### config.mk
export PLATFORM = sky130hd
export DESIGN_NAME = serial_parallel_gen_flat
export DESIGN_NICKNAME = d
export VERILOG_FILES = /design/src/rtl/serial_parallel_gen_if.sv /design/src/rtl/serial_parallel_gen.sv /design/src/flat_wrapper.sv
export SDC_FILE = /design/constraint.sdc
export NUM_CORES = 1
export LEC_CHECK = 0
export CAP_MARGIN = 20
export CORE_AREA = 4 4 60 62
export DETAILED_ROUTE_END_ITERATION = 8
export DIE_AREA = 0 0 64 66
export PLACE_DENSITY_LB_ADDON = 0.1
export RECOVER_POWER = 50
export SLEW_MARGIN = 20
export SYNTH_ARGS = -nofsm -noshare
export SYNTH_HDL_FRONTEND = slang
export SYNTH_SLANG_ARGS = --single-unit
### constraint.sdc
create_clock -name clk_32f -period 4 [get_ports clk_32f]
set_input_delay 0.8 -clock clk_32f [delete_from_list [all_inputs] [get_ports clk_32f]]
set_output_delay 0.8 -clock clk_32f [all_outputs]
set_load 0.05 [all_outputs]
### src/rtl/serial_parallel_gen_if.sv
// serial_parallel_gen_if: bundles the serial input and the word-level outputs of the deserialiser
//   data_in   - serial bit, one per clk_32f rising edge
//   data_out  - last accepted WIDTH-bit word
//   valid_out - one-cycle strobe when data_out takes a new non-comma word
//   active    - high while locked
//   master: deserialiser side; slave: line driver / word consumer side
interface serial_parallel_gen_if #(
    parameter int WIDTH = 8
);
    logic             data_in;
    logic [WIDTH-1:0] data_out;
    logic             valid_out;
    logic             active;
    modport master (input data_in, output data_out, valid_out, active);
    modport slave (output data_in, input data_out, valid_out, active);
endinterface

### src/rtl/serial_parallel_gen.sv
// serial_parallel_gen: serial-to-parallel deserialiser with comma alignment and sync qualification
//   clk_32f - bit clock, one serial bit per rising edge
//   reset   - synchronous active-high reset
//   bus     - serial_parallel_gen_if.master (data_in, data_out, valid_out, active)
//   SP_LSB_FIRST_EN - when defined, the first received bit of a word lands in bit 0
module serial_parallel_gen #(
    parameter int               WIDTH      = 8,
    parameter logic [WIDTH-1:0] COMMA      = WIDTH'(8'hBC),
    parameter int               SYNC_COUNT = 4
) (
    input  logic                 clk_32f,
    input  logic                 reset,
    serial_parallel_gen_if.master bus
);
    localparam int               CW   = $clog2(WIDTH);
    localparam int               KW   = $clog2(SYNC_COUNT + 1);
    localparam logic [CW-1:0]    LAST = CW'(WIDTH - 1);
    localparam logic [KW-1:0]    SYNC = KW'(SYNC_COUNT);

    typedef enum logic [1:0] {SEARCH, WAIT_SYNC, ACTIVE} state_t;

    state_t           state, state_nxt;
    logic [WIDTH-1:0] sr, nxt, data_nxt;
    logic [CW-1:0]    bit_cnt, bit_cnt_nxt;
    logic [KW-1:0]    comma_cnt, comma_cnt_nxt;
    logic             valid_nxt, boundary, is_comma;

    // nxt is the word formed by the bit sampled on this edge
`ifdef SP_LSB_FIRST_EN
    assign nxt = {bus.data_in, sr[WIDTH-1:1]};
`else
    assign nxt = {sr[WIDTH-2:0], bus.data_in};
`endif
    assign is_comma  = nxt == COMMA;
    assign boundary  = bit_cnt == LAST;
    assign bus.active = state == ACTIVE;

    always_ff @(posedge clk_32f) begin
        if (reset) begin
            state         <= SEARCH;
            sr            <= '0;
            bit_cnt       <= '0;
            comma_cnt     <= '0;
            bus.data_out  <= '0;
            bus.valid_out <= 1'b0;
        end else begin
            state         <= state_nxt;
            sr            <= nxt;
            bit_cnt       <= bit_cnt_nxt;
            comma_cnt     <= comma_cnt_nxt;
            bus.data_out  <= data_nxt;
            bus.valid_out <= valid_nxt;
        end
    end

    // SEARCH hunts for a comma at any bit offset and restarts word framing on it;
    // afterwards only commas landing exactly on a word boundary count.
    always_comb begin
        state_nxt     = state;
        bit_cnt_nxt   = bit_cnt;
        comma_cnt_nxt = comma_cnt;
        data_nxt      = bus.data_out;
        valid_nxt     = 1'b0;
        if (state == SEARCH) begin
            if (is_comma) begin
                bit_cnt_nxt   = '0;
                comma_cnt_nxt = KW'(1);
                state_nxt     = (SYNC_COUNT == 1) ? ACTIVE : WAIT_SYNC;
            end
        end else begin
            bit_cnt_nxt = boundary ? '0 : bit_cnt + 1'b1;
            if (boundary && state == WAIT_SYNC) begin
                comma_cnt_nxt = is_comma ? comma_cnt + 1'b1 : '0;
                state_nxt     = !is_comma ? SEARCH :
                                (comma_cnt + 1'b1 == SYNC) ? ACTIVE : WAIT_SYNC;
            end
            if (boundary && state == ACTIVE && !is_comma) begin
                data_nxt  = nxt;
                valid_nxt = 1'b1;
            end
        end
    end
endmodule

### src/flat_wrapper.sv
// flat-port wrapper written by rule: the top's interface ports become plain ports
module serial_parallel_gen_flat 
#(
    parameter int               WIDTH      = 8,
    parameter logic [WIDTH-1:0] COMMA      = WIDTH'(8'hBC),
    parameter int               SYNC_COUNT = 4
)
  (clk_32f, reset, bus_data_in, bus_data_out, bus_valid_out, bus_active);
  serial_parallel_gen_if #(.WIDTH(WIDTH)) bus_i ();
  input  logic clk_32f;
  input  logic reset;
  input wire logic [$bits(bus_i.data_in)-1:0] bus_data_in;
  output wire logic [$bits(bus_i.data_out)-1:0] bus_data_out;
  output wire logic [$bits(bus_i.valid_out)-1:0] bus_valid_out;
  output wire logic [$bits(bus_i.active)-1:0] bus_active;
  assign bus_i.data_in = bus_data_in;
  assign bus_data_out = bus_i.data_out;
  assign bus_valid_out = bus_i.valid_out;
  assign bus_active = bus_i.active;
  serial_parallel_gen #(.WIDTH(WIDTH), .COMMA(COMMA), .SYNC_COUNT(SYNC_COUNT)) u_core (.clk_32f(clk_32f), .reset(reset), .bus(bus_i));
endmodule
Yosys cells after proc, flatten, opt, wreduce, memory -nomap -nowiden
Index checks and enable logic that the tools add are counted.

word-level totals
  register bits after elaboration = 24
  input port bits = 3
  output and inout bits = 10

cells by class
  equality and inequality tests = 6
  bitwise operators = 1
  reductions and logical operators = 9
  multiplexer cells = 13
  $add $sub $neg = 2

operators with widths
  operator               count
  $mux W3                7
  $mux W2                5
  $eq A8 B8 Y1 const B   1
  $add A3 B1 Y3 const B  2
  $eq A3 B3 Y1 const B   2
  $reduce_and A2 Y1      2
  $logic_and A1 B1 Y1    3
  $eq A2 B1 Y1 const B   1
  $eq A2 B2 Y1 const B   1
  $logic_not A2 Y1       1
  $ne A2 B1 Y1 const B   1
  $reduce_bool A2 Y1     1
  $reduce_or A2 Y1       1
  $logic_not A1 Y1       1
  $mux W1                1
  $not A1 Y1             1

Depth between registers and ports, before layout
Gate-level depths: netlist of the first run.

  depth after elaboration = 6
  gate-level depth with buffers = 6
  gate-level depth less buffers = 6

Worst setup path after synthesis of the first run
Ideal clock, no wire load.

  path kind = reg-to-reg
  start = reg u_core.state[1]
  end = reg u_core.bus.data_out[0]
  path slack = 1.969 ns
  library setup time = 0.128 ns
  arrival time = 1.903 ns
  cell stages (with the launch flop) = 6
  path buffers = 1
  path through = dfxtp_1 > nor2b_1 > o311a_1 > buf_2 > mux2i_1 > nor2_1

on the way
  longest elaborated chain between the ends = 4
  elaborated cells on any way between the ends = 6
  classes of those cells = eq/ne: 1; bitwise: 1; reduce/logical: 4

ends and longest elaborated chain
  what                               line                          source
  start: declaration                 serial_parallel_gen.sv:22     state_t state, state_nxt;
  start signal: assignment           serial_parallel_gen.sv:47     state <= state_nxt;
  $eq A2 B2 Y1                       n/a
  net bus_active                     flat_wrapper.sv:15            output wire logic [$bits(bus_i.active)-1:0] bus_active;
  $logic_and A1 B1 Y1 (2 in series)  serial_parallel_gen.sv:77     if (boundary && state == ACTIVE && !is_comma) begin
  $reduce_and A2 Y1 (no line)        n/a
  end signal: assignment             serial_parallel_gen.sv:51     bus.data_out <= data_nxt;
  end: declaration                   serial_parallel_gen_if.sv:14  modport master (input data_in, output data_out, valid_out, active);

The timed path passes the listed nets, and every way through them passes these cells.
A chain may end at the register's enable or synchronous reset.

Final worst setup path of the first run
  start = reg u_core.state[1]
  end = out bus_active

on the way
  longest elaborated chain between the ends = 1

ends and longest elaborated chain
  what              line                       source
  $eq A2 B2 Y1      serial_parallel_gen.sv:36  assign bus.active = state == ACTIVE;
  end: declaration  flat_wrapper.sv:15

Every way passes these cells.

==> flow_summary.ini, run 1 <==
[worst_setup_path]
startpoint = u_core.state[1]$_SDFFE_PP0P_
critPathCaptureType = primary output
r2r.worst_path.cells = 5
crit_cells = 2
crit_arrival_ps = 1820
rr_startpoint = u_core.bit_cnt[0]$_SDFFE_PP0P_
required_ps = 3200
worst-path-buf-inv = 1
worstReg2RegEnd = u_core.bus.data_out[2]$_SDFFE_PP0P_
crit_family = buffers and inverters
critPathMaxFanout = 8
r2r_setup_slack_ps = 2180
worstSetupPathType = reg2out
cp_cell_sequence = nor2b_1, clkdlybuf4s50_1
slowest_delay_ps = 830
critPathSlowestCell = clkdlybuf4s50_1
cp-start-kind = register

[synthesis]
async_flop_share_pct = 0
yosys.area.top_type_share_pct = 51.7
yosys.area.top_type = dfxtp_1
ys_ff_latch = 24
ys_types = 26
yosys.cell_count.top_type = dfxtp_1
synth_commonest_cells = dfxtp_1, nor2_1, mux2i_1, nor2b_1, a21oi_1
synthesis.instances = 93
synth.avg_cell_area_um2 = 10.0
synth_area_um2 = 930
ys.warnings.count = 0
seq_area_frac_synth_pct = 51.7
synth_ff_type = dfxtp_1
synth_area_leaders = dfxtp_1, mux2i_1, nor2b_1
synth_edf_count = 0
synth.net_count = 100

[timing]
min_period_ps = 2620
max_slew_margin_pct = 42.8
timing.fmax_mhz = 381
skew_ps = 2.40
period_share_pct = 65.6
hold_ws_ps = 492
finalSetupTns_ps = 0
rsz0062_at_grt = no
slew_violations = 0
setup_viol = 0
worstMarginPinSlew_ps = 855
finalHoldViolations = 0

[global_routing]
grt.total_usage_pct = 9.36
grt_overflow = 0
grt_pass1_vias = 693
grt_pass1_wl_mm = 3.02
grt_max_degree = 25
antenna_found_initial = 0

[final_layout]
synthToLayoutAreaGrowth_pct = 19.1
fin_cells = 148
antenna_cells = 0
multi_input_area_um2 = 422
final_layout_size_suffix_gt1_share_pct = 2.88
fill_cells = 321
final_nets = 113
finish.utilization_pct = 36.6
fin_area_mm2 = 0.00111
regArea_um2 = 480

[detailed_routing]
drt-total-wl_mm = 1.72
dr.pass1.iters = 4
viasPerCell = 4.49
vias = 664
wl_per_cell_um = 11.6
antenna_left = 0
drc = 0
drt_iter0_drc = 28

[placed_design]
dpl_cell_area_mm2 = 0.00109
place_inst = 145
gp_congestion = 0.680
port_buffers = 12
dpl.hpwl_mm = 1.22

[clock_tree]
cts_hold_buffers = 0
cts_tree = yes
cts-root-buf = clkbuf_4
cts_inserted_buffers = 3
cts_resized = 0
clock_sinks = 24
post_cts_buffers = 0
htreeDepth = 1
clk_latency_ps = 300
clkTransAtPathRegs_ps = 120
ctsLongestPathBuffers = 2

[floorplanning]
die-area_mm2 = 0.00422
io_pins = 13
die_x_um = 64
die_y_um = 66
core-area_mm2 = 0.00303
start_util_pct = 30.7
rows = 20

[worst_hold_path]
min_to = u_core.sr[6]$_SDFF_PP0_
hold_path.class = reg2reg
min_from = u_core.sr[5]$_SDFF_PP0_
hold-path-cell-count = 1

[run]
drv_cap = 0

[outcome]
status = completed

[power]
irDropWorstVdd_mv = 0.130
leakage_nw = 0.399
p_per_area_mw_per_mm2 = 318
==> cell usage in the layout, fill, tap and decap left out, types with 2 or more instances in the layout <==
cell type	n
dfxtp_1	24
nor2_1	13
clkdlybuf4s50_1	10
nor2b_1	9
mux2i_1	9
a21oi_1	5
ha_1	4
a31oi_1	3
clkbuf_4	3
nand2_1	2
inv_1	2
or3_1	2
a22o_1	2
nor3_1	2
dlygate4sd3_1	2
==> worst max path at each step <==
stage	to	slack, ps
6_report	bus_active	1380
2_1_floorplan	u_core.bus.data_out[0]$_SDFFE_PP0P_	1970
3_5_place_dp	u_core.comma_cnt[1]$_SDFFE_PP0P_	1430
3_3_place_gp	u_core.comma_cnt[2]$_SDFFE_PP0P_	1470
5_1_grt	bus_active	1290
4_1_cts	bus_active	1360
==> stage by stage <==
stage,total power (W),worst slack (ps)
6_report,0.000352,1380
5_1_grt,0.000373,1290
4_1_cts,0.000360,1360
3_5_place_dp,0.000257,1430
3_3_place_gp,0.000256,1470
2_1_floorplan,0.000252,1970
==> area by class of cell <==
cell class | count | share of cell area [%]
flip-flops and latches | 24 | 43.4
multi-input cells | 63 | 38.1
repair buffers | 12 | 10.8
well taps | 44 | 4.97
clock buffers | 3 | 2.03
inverters | 2 | 0.678
==> layer usage <==
metal	track usage, %	part of all wire (%)
met2	14.6	43
met5	0	0
met3	3.06	4.0
met1	11.3	51
met4	5.12	1.7
==> worst register-to-register path, stage by stage (launching register included) <==
cell and delay [ps]:
dfxtp_1 390, ha_1 170, ha_1 290, o311a_1 550
mux2i_1 250, nor2_1 50
==> cells by family (layout without fill, tap and decap cells) <==
group	Yosys count	count (layout)	share of synthesized area [%]
multiplexers	9	9	9.69
AO/OA/AOI/OAI	14	14	9.83
flip-flops	24	24	51.7
adder cells (fa/ha/maj)	4	4	5.38
buffers and inverters	6	17	2.69
AND/OR/NAND/NOR	35	35	19.8
XOR/XNOR	1	1	0.942
==> power by group <==
group,switching [W],total [W],internal [W]
clock,0.0000674,0.000103,0.0000352
combinational,0.00000518,0.00000809,0.00000291
sequential,0.00000117,0.000242,0.000241
==> registers in the layout (all words and copies together) (netlist names) <==
name / cells
u_core.bit_cnt: 3
u_core.bus.valid_out: 1
u_core.comma_cnt: 3
u_core.bus.data_out: 8
u_core.sr: 7
u_core.state: 2
Power figures use the tool's default switching activity.
==> run 2: changes to the inputs <==
==> constraint.sdc (replaced) <==
create_clock -name clk_32f -period 2.1 [get_ports clk_32f]
set_input_delay 0.42 -clock clk_32f [delete_from_list [all_inputs] [get_ports clk_32f]]
set_output_delay 0.42 -clock clk_32f [all_outputs]
set_load 0.05 [all_outputs]
==> flow_summary.ini, run 2 (synthesis results as in run 1) <==
[outcome]
status = completed

[final_layout]
final_common_cell = dfxtp_1
antenna_cells = 0
final_cell_mix = dfxtp_1, nor2_1, clkdlybuf4s50_1, nor2b_1, mux2i_1
largest_reg_flops = 8
top_register = u_core.bus.data_out
final_layout_size_suffix_gt1_share_pct = 5.56
reg_top3 = u_core.bus.data_out (8), u_core.sr (7)
final_nets = 116
synthToLayoutAreaGrowth_pct = 21.7

[worst_setup_path]
required_ps = 1680
critPathMaxFanout = 2
slowest_delay_ps = 810
crit_family = buffers and inverters
startpoint = u_core.bus.data_out[2]$_SDFFE_PP0P_
r2r_setup_slack_ps = 420
worstSetupPathType = reg2out
cp-start-kind = register
worst-path-buf-inv = 1
rr_startpoint = u_core.state[1]$_SDFFE_PP0P_
cp_cell_sequence = clkdlybuf4s50_1
critPathCaptureType = primary output
critPathSlowestCell = clkdlybuf4s50_1
crit_arrival_ps = 1470

[floorplanning]
core-area_mm2 = 0.00303
io_pins = 13
die-area_mm2 = 0.00422
die_x_um = 64
rows = 20
start_util_pct = 30.7
die_y_um = 66

[clock_tree]
ctsLongestPathBuffers = 2
cts_resized = 0
post_cts_buffers = 0
clk_latency_ps = 310
cts_inserted_buffers = 3
clock_sinks = 24
cts-root-buf = clkbuf_4
htreeDepth = 1
cts_hold_buffers = 0
clkTransAtPathRegs_ps = 130
cts_tree = yes

[detailed_routing]
drt_iter0_drc = 26
drc = 0
viasPerCell = 4.38
wl_per_cell_um = 11.2
dr.pass1.iters = 4
drt-total-wl_mm = 1.70
antenna_left = 0
vias = 666

[timing]
timing.fmax_mhz = 529
rsz0062_at_grt = no
max_slew_margin_pct = 52.9
worstMarginPinSlew_ps = 706
skew_ps = 2.55
hold_ws_ps = 490
min_period_ps = 1890
setup_viol = 0
slew_violations = 0
period_share_pct = 90.1
finalHoldViolations = 0

[placed_design]
port_buffers = 12
dpl.hpwl_mm = 1.23
gp_congestion = 0.718

[power]
p_per_area_mw_per_mm2 = 635
power_w = 0.000719
irDropWorstVdd_mv = 0.272
leakage_nw = 0.415

[worst_hold_path]
hold_path.class = reg2reg
min_from = u_core.bit_cnt[2]$_SDFFE_PP0P_

[run]
drv_cap = 0

[global_routing]
antenna_found_initial = 0
grt_max_degree = 18
grt_pass1_wl_mm = 3.11
grt_overflow = 0
grt.total_usage_pct = 9.62
grt_pass1_vias = 696
[run 2: worst paths after layout]
kind | depth (start not counted) | end
setup / recovery | 1 | bus_data_out[2]
hold / removal | 2 | u_core.bit_cnt[2]$_SDFFE_PP0P_
setup reg to reg | 4 | u_core.bus.data_out[5]$_SDFFE_PP0P_
hold reg to reg | 2 | u_core.bit_cnt[2]$_SDFFE_PP0P_
[run 2: final cells by class]
cell class                 instances  area (um2)
clock buffer                       4        36.3
fill                             336        1900
inverter                           2        7.51
multi-input combinational         63         422
sequential                        24         480
tap                               44        55.1
timing repair buffer              15         130
[run 2: per-stage QoR]
step | setup TNS, ps | instance area, um2 | utilization, % | std cells | setup WS [ps]
3_3_place_gp | 0 | 1110 | 36.6 | 148 | 34.9
6_report | 0 | 1130 | 37.4 | 152 | 208
3_5_place_dp | -35.2 | 1110 | 36.6 | 148 | -19.7
2_1_floorplan | 0 | 930 | - | 93 | 69.4
4_1_cts | 0 | 1140 | 37.8 | 152 | 178
5_1_grt | 0 | 1130 | 37.4 | 152 | 128
[run 2: per-layer routing]
layer | vias up | share of wire [%] | GRT usage, %
met5 | - | 0 | 0
met2 | 15 | 41 | 14.3
met1 | 294 | 54 | 12.4
met3 | 5 | 3.2 | 2.55
met4 | 0 | 2.3 | 5.66
li1 | 352 | - | -
[run 2: worst register-to-register path, delay by kind of cell (launching register included)]
kind               cells  cell delay [ps]
DFF                    1              470
AOI/OAI and AO/OA      1              540
muxes                  1              250
and+or+nand+nor        2              300
[run 2: power breakdown]
| group | internal [W] | switching [W] | leakage (nW) |
|---|---|---|---|
| registers | 0.000458 | 0.00000227 | 0.194 |
| logic | 0.00000629 | 0.00000982 | 0.200 |
| clock network | 0.000106 | 0.000136 | 0.0210 |
| total | 0.000571 | 0.000148 | 0.415 |
==> run 3: changes to the inputs <==
--- a/config.mk
+++ b/config.mk
@@ -9,6 +9,7 @@
 export CORE_AREA = 4 4 60 62
 export DETAILED_ROUTE_END_ITERATION = 8
 export DIE_AREA = 0 0 64 66
+export DONT_BUFFER_PORTS = 1
 export PLACE_DENSITY_LB_ADDON = 0.1
 export RECOVER_POWER = 50
 export SLEW_MARGIN = 20
==> flow_summary.ini, run 3 (synthesis results as in run 1) <==
[outcome]
status = completed

[detailed_routing]
drc = 0
viasPerCell = 4.44
drt_iter0_drc = 16
vias = 622
antenna_left = 0
drt-total-wl_mm = 1.64
wl_per_cell_um = 11.7
dr.pass1.iters = 4

[placed_design]
place_inst = 136
gp_congestion = 0.665
dpl_cell_area_um2 = 990
dpl.hpwl_mm = 1.21
port_buffers = 0

[clock_tree]
cts_inserted_buffers = 3
clock_sinks = 24
clk_latency_ps = 320
cts_hold_buffers = 0
clkTransAtPathRegs_ps = 140
post_cts_buffers = 0
cts_tree = yes
cts-root-buf = clkbuf_4
ctsLongestPathBuffers = 2
htreeDepth = 1
cts_resized = 0

[floorplanning]
die-area_mm2 = 0.00422
die_y_um = 66
die_x_um = 64
rows = 20
io_pins = 13
start_util_pct = 30.7
core-area_mm2 = 0.00303

[final_layout]
antenna_cells = 0
final_cell_mix = dfxtp_1, nor2_1, nor2b_1, mux2i_1, a21oi_1
reg_top3 = u_core.bus.data_out (8), u_core.sr (7)
fin_cells = 140
fill_cells = 327
final_nets = 104
fin_area_mm2 = 0.00103
largest_reg_flops = 8
finish.utilization_pct = 33.9
final_common_cell = dfxtp_1
top_register = u_core.bus.data_out
synthToLayoutAreaGrowth_pct = 10.4
final_layout_size_suffix_gt1_share_pct = 8.33

[power]
switchingPower_w = 0.000145
leakage_nw = 0.383
internal_power_w = 0.000568
clockPowerShare_pct = 34.5
switching_share_pct = 20.3
irDropWorstVdd_mv = 0.266
power_frac_seq_pct = 64.6
p_per_area_mw_per_mm2 = 695
pwr-share-comb_pct = 0.9

[worst_setup_path]
required_ps = 2380
critPathCaptureType = register
critPathMaxFanout = 6
cp-start-kind = register
crit_arrival_ps = 1930
worstSetupPathType = reg2reg

[global_routing]
grt_overflow = 0
antenna_found_initial = 0
grt_pass1_vias = 640
grt_pass1_wl_mm = 2.87
grt.total_usage_pct = 8.79
grt_max_degree = 25

[timing]
finalSetupTns_ps = 0
min_period_ps = 1660
period_share_pct = 78.9
rsz0062_at_grt = no
worstMarginPinSlew_ps = 522
max_slew_margin_pct = 65.1
skew_ps = 15.8
slew_violations = 0
timing.fmax_mhz = 604
setup_viol = 0
finalHoldViolations = 0

[run]
drv_cap = 0

[worst_hold_path]
hold_path.class = in2reg
==> run 3: cell count changes in the layout (fill, tap and decap cells not counted), sizes merged <==
cell	delta
dlygate4sd3	-1
clkbuf	-3
buf	+2
clkdlybuf4s50	-10
==> run 3: area by class of cell <==
type                    count  area, um2  share of cell area [%]
clock buffers               4       36.3                    3.54
flip-flops and latches     24        480                    46.8
inverters                   2       7.51                   0.732
multi-input cells          63        424                    41.3
repair buffers              3       22.5                    2.20
well taps                  44       55.1                    5.37
==> run 3: power groups by stage <==
stage,Sequential [W],Combinational (W),Clock [W]
3_5_place_dp,0.000471,0.00000654,0
2_1_floorplan,0.000470,0.0000102,0
3_3_place_gp,0.000471,0.00000647,0
5_1_grt,0.000461,0.00000723,0.000280
6_report,0.000461,0.00000649,0.000246
4_1_cts,0.000461,0.00000653,0.000259
==> run 3: layer usage <==
layer  routed length (um)  vias up  GRT usage [%]
met2                  706       12           13.9
met4                   13        0           3.23
met3                   77        2           2.72
met1                  843      281           11.1
met5                    0        -              0
li1                     -      327              -
==> run 3: stage by stage <==
| stage | worst slack, ps | total power [W] | hold WS, ps |
|---|---|---|---|
| floorplan | 69.4 | 0.000480 | 451 |
| global placement | 413 | 0.000477 | 476 |
| detailed placement | 362 | 0.000477 | 476 |
| CTS | 409 | 0.000726 | 138 |
| global route | 305 | 0.000749 | 124 |
| finish | 444 | 0.000713 | 152 |
==> run 3: critical path, cell delays in order, from the launching register on <==
cell	delay (ps)
dfxtp_1	340
or2_4	260
or3_1	470
nor4_1	370
a22o_1	190
==> run 3: worst paths after layout <==
kind	start	endpoint	slack (ps)	cells after the start
worst min-delay path	reset	u_core.sr[3]$_SDFF_PP0_	150	1
worst min register to register	u_core.sr[5]$_SDFF_PP0_	u_core.sr[6]$_SDFF_PP0_	490	1
worst max register to register	u_core.sr[5]$_SDFF_PP0_	u_core.comma_cnt[1]$_SDFFE_PP0P_	440	4
worst max-delay path	u_core.sr[5]$_SDFF_PP0_	u_core.comma_cnt[1]$_SDFFE_PP0P_	440	4
==> RTL edit 1, RTL diff (config.mk and constraints of run 2) <==
Encoding of `state_t`: now one-hot (3 bits for 3 states).
--- a/src/rtl/serial_parallel_gen.sv
+++ b/src/rtl/serial_parallel_gen.sv
@@ -17,7 +17,7 @@
     localparam logic [CW-1:0]    LAST = CW'(WIDTH - 1);
     localparam logic [KW-1:0]    SYNC = KW'(SYNC_COUNT);
 
-    typedef enum logic [1:0] {SEARCH, WAIT_SYNC, ACTIVE} state_t;
+    typedef enum logic [2:0] {SEARCH = 3'b001, WAIT_SYNC = 3'b010, ACTIVE = 3'b100} state_t;
 
     state_t           state, state_nxt;
     logic [WIDTH-1:0] sr, nxt, data_nxt;
Check against the original RTL: no difference found for any inputs over 10 cycles, from zero or initial values and one cycle with reset high; not proved beyond that.
==> RTL edit 1 against run 2 <==
Setup slack improved by 4.0 ps. Synthesized cell count rose by 11%. Sequential power up 4%. Wire length rose by 25%. Non-clock buffer count fell by 2. Register-to-register slack improved by 30 ps. Area after synthesis rose by 13%. Cell area is 6.6% higher. Sequential cell count increased by 1. Critical path depth is the same. Sequential share of layout area fell by 0.98 points. Total power shrank 1.3%. Critical path type unchanged.
==> RTL edit 1: results <==
set metrics [dict create \
    cp_top_family "buffers and inverters" \
    min_from "u_core.bus.data_out[0]$_SDFFE_PP0P_" \
    async_flop_share_pct 0 \
    status "completed" \
    grt.total_usage_pct 10.85 \
    setup.worst_path.end "bus_data_out[1]" \
    drive_above_1_share_pct 7.759 \
    critPathArrivalTime_ps 1470 \
    worst-r2r-cell-count 6 \
    slowest_delay_ps 800 \
    ir_worst_vdd_uv 211.2 \
    nets 124 \
    worst_pin_slew_ps 719.5 \
    power.static_leakage_nw 0.4880 \
    rrSetupSlack_ps 450 \
    synthAdderAreaFrac_pct 4.768 \
    synthXorXnorAreaFrac_pct 0.8343 \
    dr.pass1.iters 4 \
    synth_area_leaders "dfxtp_1, ha_1, mux2i_1" \
    grt_pass1_wl_microns 3519 \
    reg2reg_from "u_core.bit_cnt[0]$_SDFFE_PP0P_" \
    cts_buffers 3 \
    port_buffers 12 \
    yosys_warnings 0 \
    synth_compound_area_share_pct 11.56 \
    critPathSlowestCell "clkdlybuf4s50_1" \
    synthMuxAreaShare_pct 4.768 \
    route.detailed.wl_per_inst_microns 13.31 \
    cts_setup_buffers 0 \
    hold_class "flip-flop to flip-flop" \
    clkTransAtPathRegs_ps 140 \
    synth_common_cells "dfxtp_1, nor2_1, nand2_1, a21oi_1, nor2b_1" \
    ys_seq_area_share_pct 47.68 \
    gp_congestion 0.8041 \
    hpwl_microns 1490 \
    num_vias 780 \
    grt_max_degree 18 \
    startpoint "u_core.bus.data_out[1]$_SDFFE_PP0P_" \
    clock-root-buffer "clkbuf_4" \
    finClkSkew_ps 7.406 \
    synth_nets 110 \
    grt_pass1_vias 734 \
    synth.distinct_cells 31 \
    cp_max_fo 2 \
    drtIter0Drc 41 \
]
[RTL edit 1: cell type report]
| cell class | instances | area [sq um] |
|---|---|---|
| fill | 302 | 1822 |
| multi-input combinational | 74 | 503.0 |
| sequential | 25 | 500.5 |
| timing repair buffer | 13 | 121.4 |
| tap | 44 | 55.05 |
| clock buffer | 4 | 26.28 |
[RTL edit 1: report_power, final]
group	switching, mW	internal, mW	leakage (nW)
clock network	0.140	0.0742	0.0150
registers	0.00277	0.477	0.202
logic	0.00958	0.00571	0.271
[RTL edit 1: cell families after synthesis]
group           count (synthesis)
buf+inv                         4
simple gates                   47
fa+ha+maj                       4
flops                          25
xor+xnor                        1
mux                             5
compound gates                 17
[RTL edit 1: worst min-delay path by stage]
| stage | endpoint | slack, ps | cells after the start |
|---|---|---|---|
| global placement | u_core.bus.data_out[1]$_SDFFE_PP0P_ | 450 | 2 |
| detailed placement | u_core.bus.data_out[0]$_SDFFE_PP0P_ | 450 | 2 |
| global route | u_core.bus.data_out[6]$_SDFFE_PP0P_ | 500 | 2 |
| CTS | u_core.bus.data_out[0]$_SDFFE_PP0P_ | 470 | 2 |
| floorplan | u_core.bus.data_out[6]$_SDFFE_PP0P_ | 440 | 2 |
| finish | u_core.bus.data_out[0]$_SDFFE_PP0P_ | 460 | 2 |
[RTL edit 1: through the flow]
step	cells	instance area (sq um)	setup WS, ps	util [%]
finish	160	1206	212.3	39.83
global route	160	1206	126.6	39.83
CTS	160	1234	186.4	40.74
detailed placement	156	1207	178.0	39.88
global placement	156	1207	218.6	39.88
floorplan	103	1050	106.9	-
[RTL edit 1: per-layer routing]
layer / share of wire [%] / track usage [%] / vias up
met5: 0 / 0 / -
met4: 1.5 / 5.930 / 0
met3: 2.7 / 2.211 / 4
met2: 49 / 17.42 / 10
met1: 47 / 13.52 / 373
li1: - / - / 393
==> RTL edit 2, RTL diff (settings of run 2) <==
Made on the original files. `WIDTH` is set to 8 in 3 places; all go to 16.
--- a/src/rtl/serial_parallel_gen_if.sv
+++ b/src/rtl/serial_parallel_gen_if.sv
@@ -5,7 +5,7 @@
 //   active    - high while locked
 //   master: deserialiser side; slave: line driver / word consumer side
 interface serial_parallel_gen_if #(
-    parameter int WIDTH = 8
+    parameter int WIDTH = 16
 );
     logic             data_in;
     logic [WIDTH-1:0] data_out;
--- a/src/rtl/serial_parallel_gen.sv
+++ b/src/rtl/serial_parallel_gen.sv
@@ -4,7 +4,7 @@
 //   bus     - serial_parallel_gen_if.master (data_in, data_out, valid_out, active)
 //   SP_LSB_FIRST_EN - when defined, the first received bit of a word lands in bit 0
 module serial_parallel_gen #(
-    parameter int               WIDTH      = 8,
+    parameter int               WIDTH      = 16,
     parameter logic [WIDTH-1:0] COMMA      = WIDTH'(8'hBC),
     parameter int               SYNC_COUNT = 4
 ) (
--- a/src/flat_wrapper.sv
+++ b/src/flat_wrapper.sv
@@ -1,7 +1,7 @@
 // flat-port wrapper written by rule: the top's interface ports become plain ports
 module serial_parallel_gen_flat 
 #(
-    parameter int               WIDTH      = 8,
+    parameter int               WIDTH      = 16,
     parameter logic [WIDTH-1:0] COMMA      = WIDTH'(8'hBC),
     parameter int               SYNC_COUNT = 4
 )
Ports: changed (resized bus_data_out); port bits go from 13 to 21. The function was not compared with the original's and may differ.
==> RTL edit 2 against run 2 <==
The run now ends with negative setup slack left. Setup slack worse by 230 ps. Register-to-register slack lost 440 ps. Via count grew 74%. Total power up 84%. Count of clock-buffer cells in the layout up 2. Sequential share of layout area fell by 2.8 points. Wire length is 82% higher. Cell area grew 84%. Critical endpoint is now u_core.bus.data_out[3]$_SDFFE_PP0P_. Clock skew is 12 ps higher. Sequential cell count increased by 17. First-iteration DRC count increased by 85%. Final cell count is 49% higher. Synthesized cell count grew 60%. Area after synthesis rose by 70%.
==> RTL edit 2: results <==
set metrics [dict create \
    holdPathStages 1 \
    synth.distinct_cells 31 \
    startpoint "u_core.sr[7]$_SDFF_PP0_" \
    via_per_inst 5.128 \
    status "finished, violations left" \
    synth_compound_area_share_pct 5.459 \
    synth_area_leaders "dfxtp_1, nor2b_1, mux2_2" \
    area.growth.synth_to_final_pct 31.33 \
    synth_common_cells "dfxtp_1, nor2b_1, mux2_2, a21oi_1, nand3_1" \
    grt_max_degree 21 \
    finClkSkew_ps 14.30 \
    nets 187 \
    critPathArrivalTime_ps 2370 \
    cp_max_fo 7 \
    synth_cells 149 \
    grt_pass1_wl_microns 5478 \
    n_fill_cell 232 \
    ir_worst_vdd_uv 488.4 \
    whs_endpoint "u_core.sr[13]$_SDFF_PP0_" \
    reg_top3 "u_core.bus.data_out x16, u_core.sr x15, u_core.bit_cnt x4" \
    drive_above_1_share_pct 22.53 \
    setup_viol 15 \
    ys_seq_area_share_pct 51.90 \
    grt.total_usage_pct 17.01 \
    hpwl_microns 2172 \
    dp_cells 216 \
    wirelength_microns 3103 \
    violations "negative setup slack" \
    grt_pass1_vias 1201 \
    r2r-end "u_core.bus.data_out[3]$_SDFFE_PP0P_" \
    tns_ps -192.4 \
    worst-r2r-cell-count 5 \
    placed_area_sq_um 1939 \
    place_ws_ps -138.6 \
    synthAdderAreaFrac_pct 2.373 \
    worst-setup-path-type "flip-flop to flip-flop" \
    setup_ws_ps -24.57 \
]
RTL edit 2: cell types whose count changed in the layout (fill, tap and decap cells not counted), moves of 5 or more:
cell,run 2,this run
nor2_1,13,4
nand3_1,1,6
dfxtp_1,24,39
buf_4,1,7
nor2b_1,9,30
clkdlybuf4s50_1,10,18
mux2_4,0,15
mux2i_1,9,2
RTL edit 2: cells by family (layout without fill, tap and decap cells):
group	Yosys count	in the layout
flip-flops	41	41
buffers and inverters	9	42
AND/OR/NAND/NOR	64	64
adder cells (fa/ha/maj)	3	3
AO/OA/AOI/OAI	15	15
multiplexers	17	17
RTL edit 2: final cells by class:
| cell class | count | share of cell area (%) |
|---|---|---|
| clock buffer | 6 | 1.988 |
| multi-input combinational | 99 | 37.35 |
| inverter | 2 | 0.3614 |
| clock inverter | 2 | 1.867 |
| tap | 44 | 2.651 |
| timing repair buffer | 32 | 16.14 |
| sequential | 41 | 39.64 |
RTL edit 2: power by group:
part	leakage [nW]	switching, mW	total (mW)	internal [mW]
logic	0.457	0.0150	0.0236	0.00866
registers	0.332	0.00129	0.782	0.781
clock network	0.0424	0.262	0.516	0.254
RTL edit 2: repair_timing:
| action | 4_1_cts | 5_1_grt |
|---|---|---|
| resized for setup | 9 | 1 |
| buffers inserted | 1 | 0 |
| endpoints found under the setup margin | 16 | 17 |
| gates cloned | 0 | 1 |
| pin swaps | 2 | 0 |
RTL edit 2: critical path: stages (launching register included):
cell     delay, ps
dfxtp_2        330
or4_4          530
or4_4          570
nand3_4        150
buf_12         150
mux2_4         290
RTL edit 2: routing by layer:
metal	vias to the layer above	global-route usage (%)	share of wire [%]
met5	-	0	0
met4	0	8.895	2.4
met3	11	6.122	4.2
met2	19	27.87	48
met1	549	19.34	45
li1	580	-	-
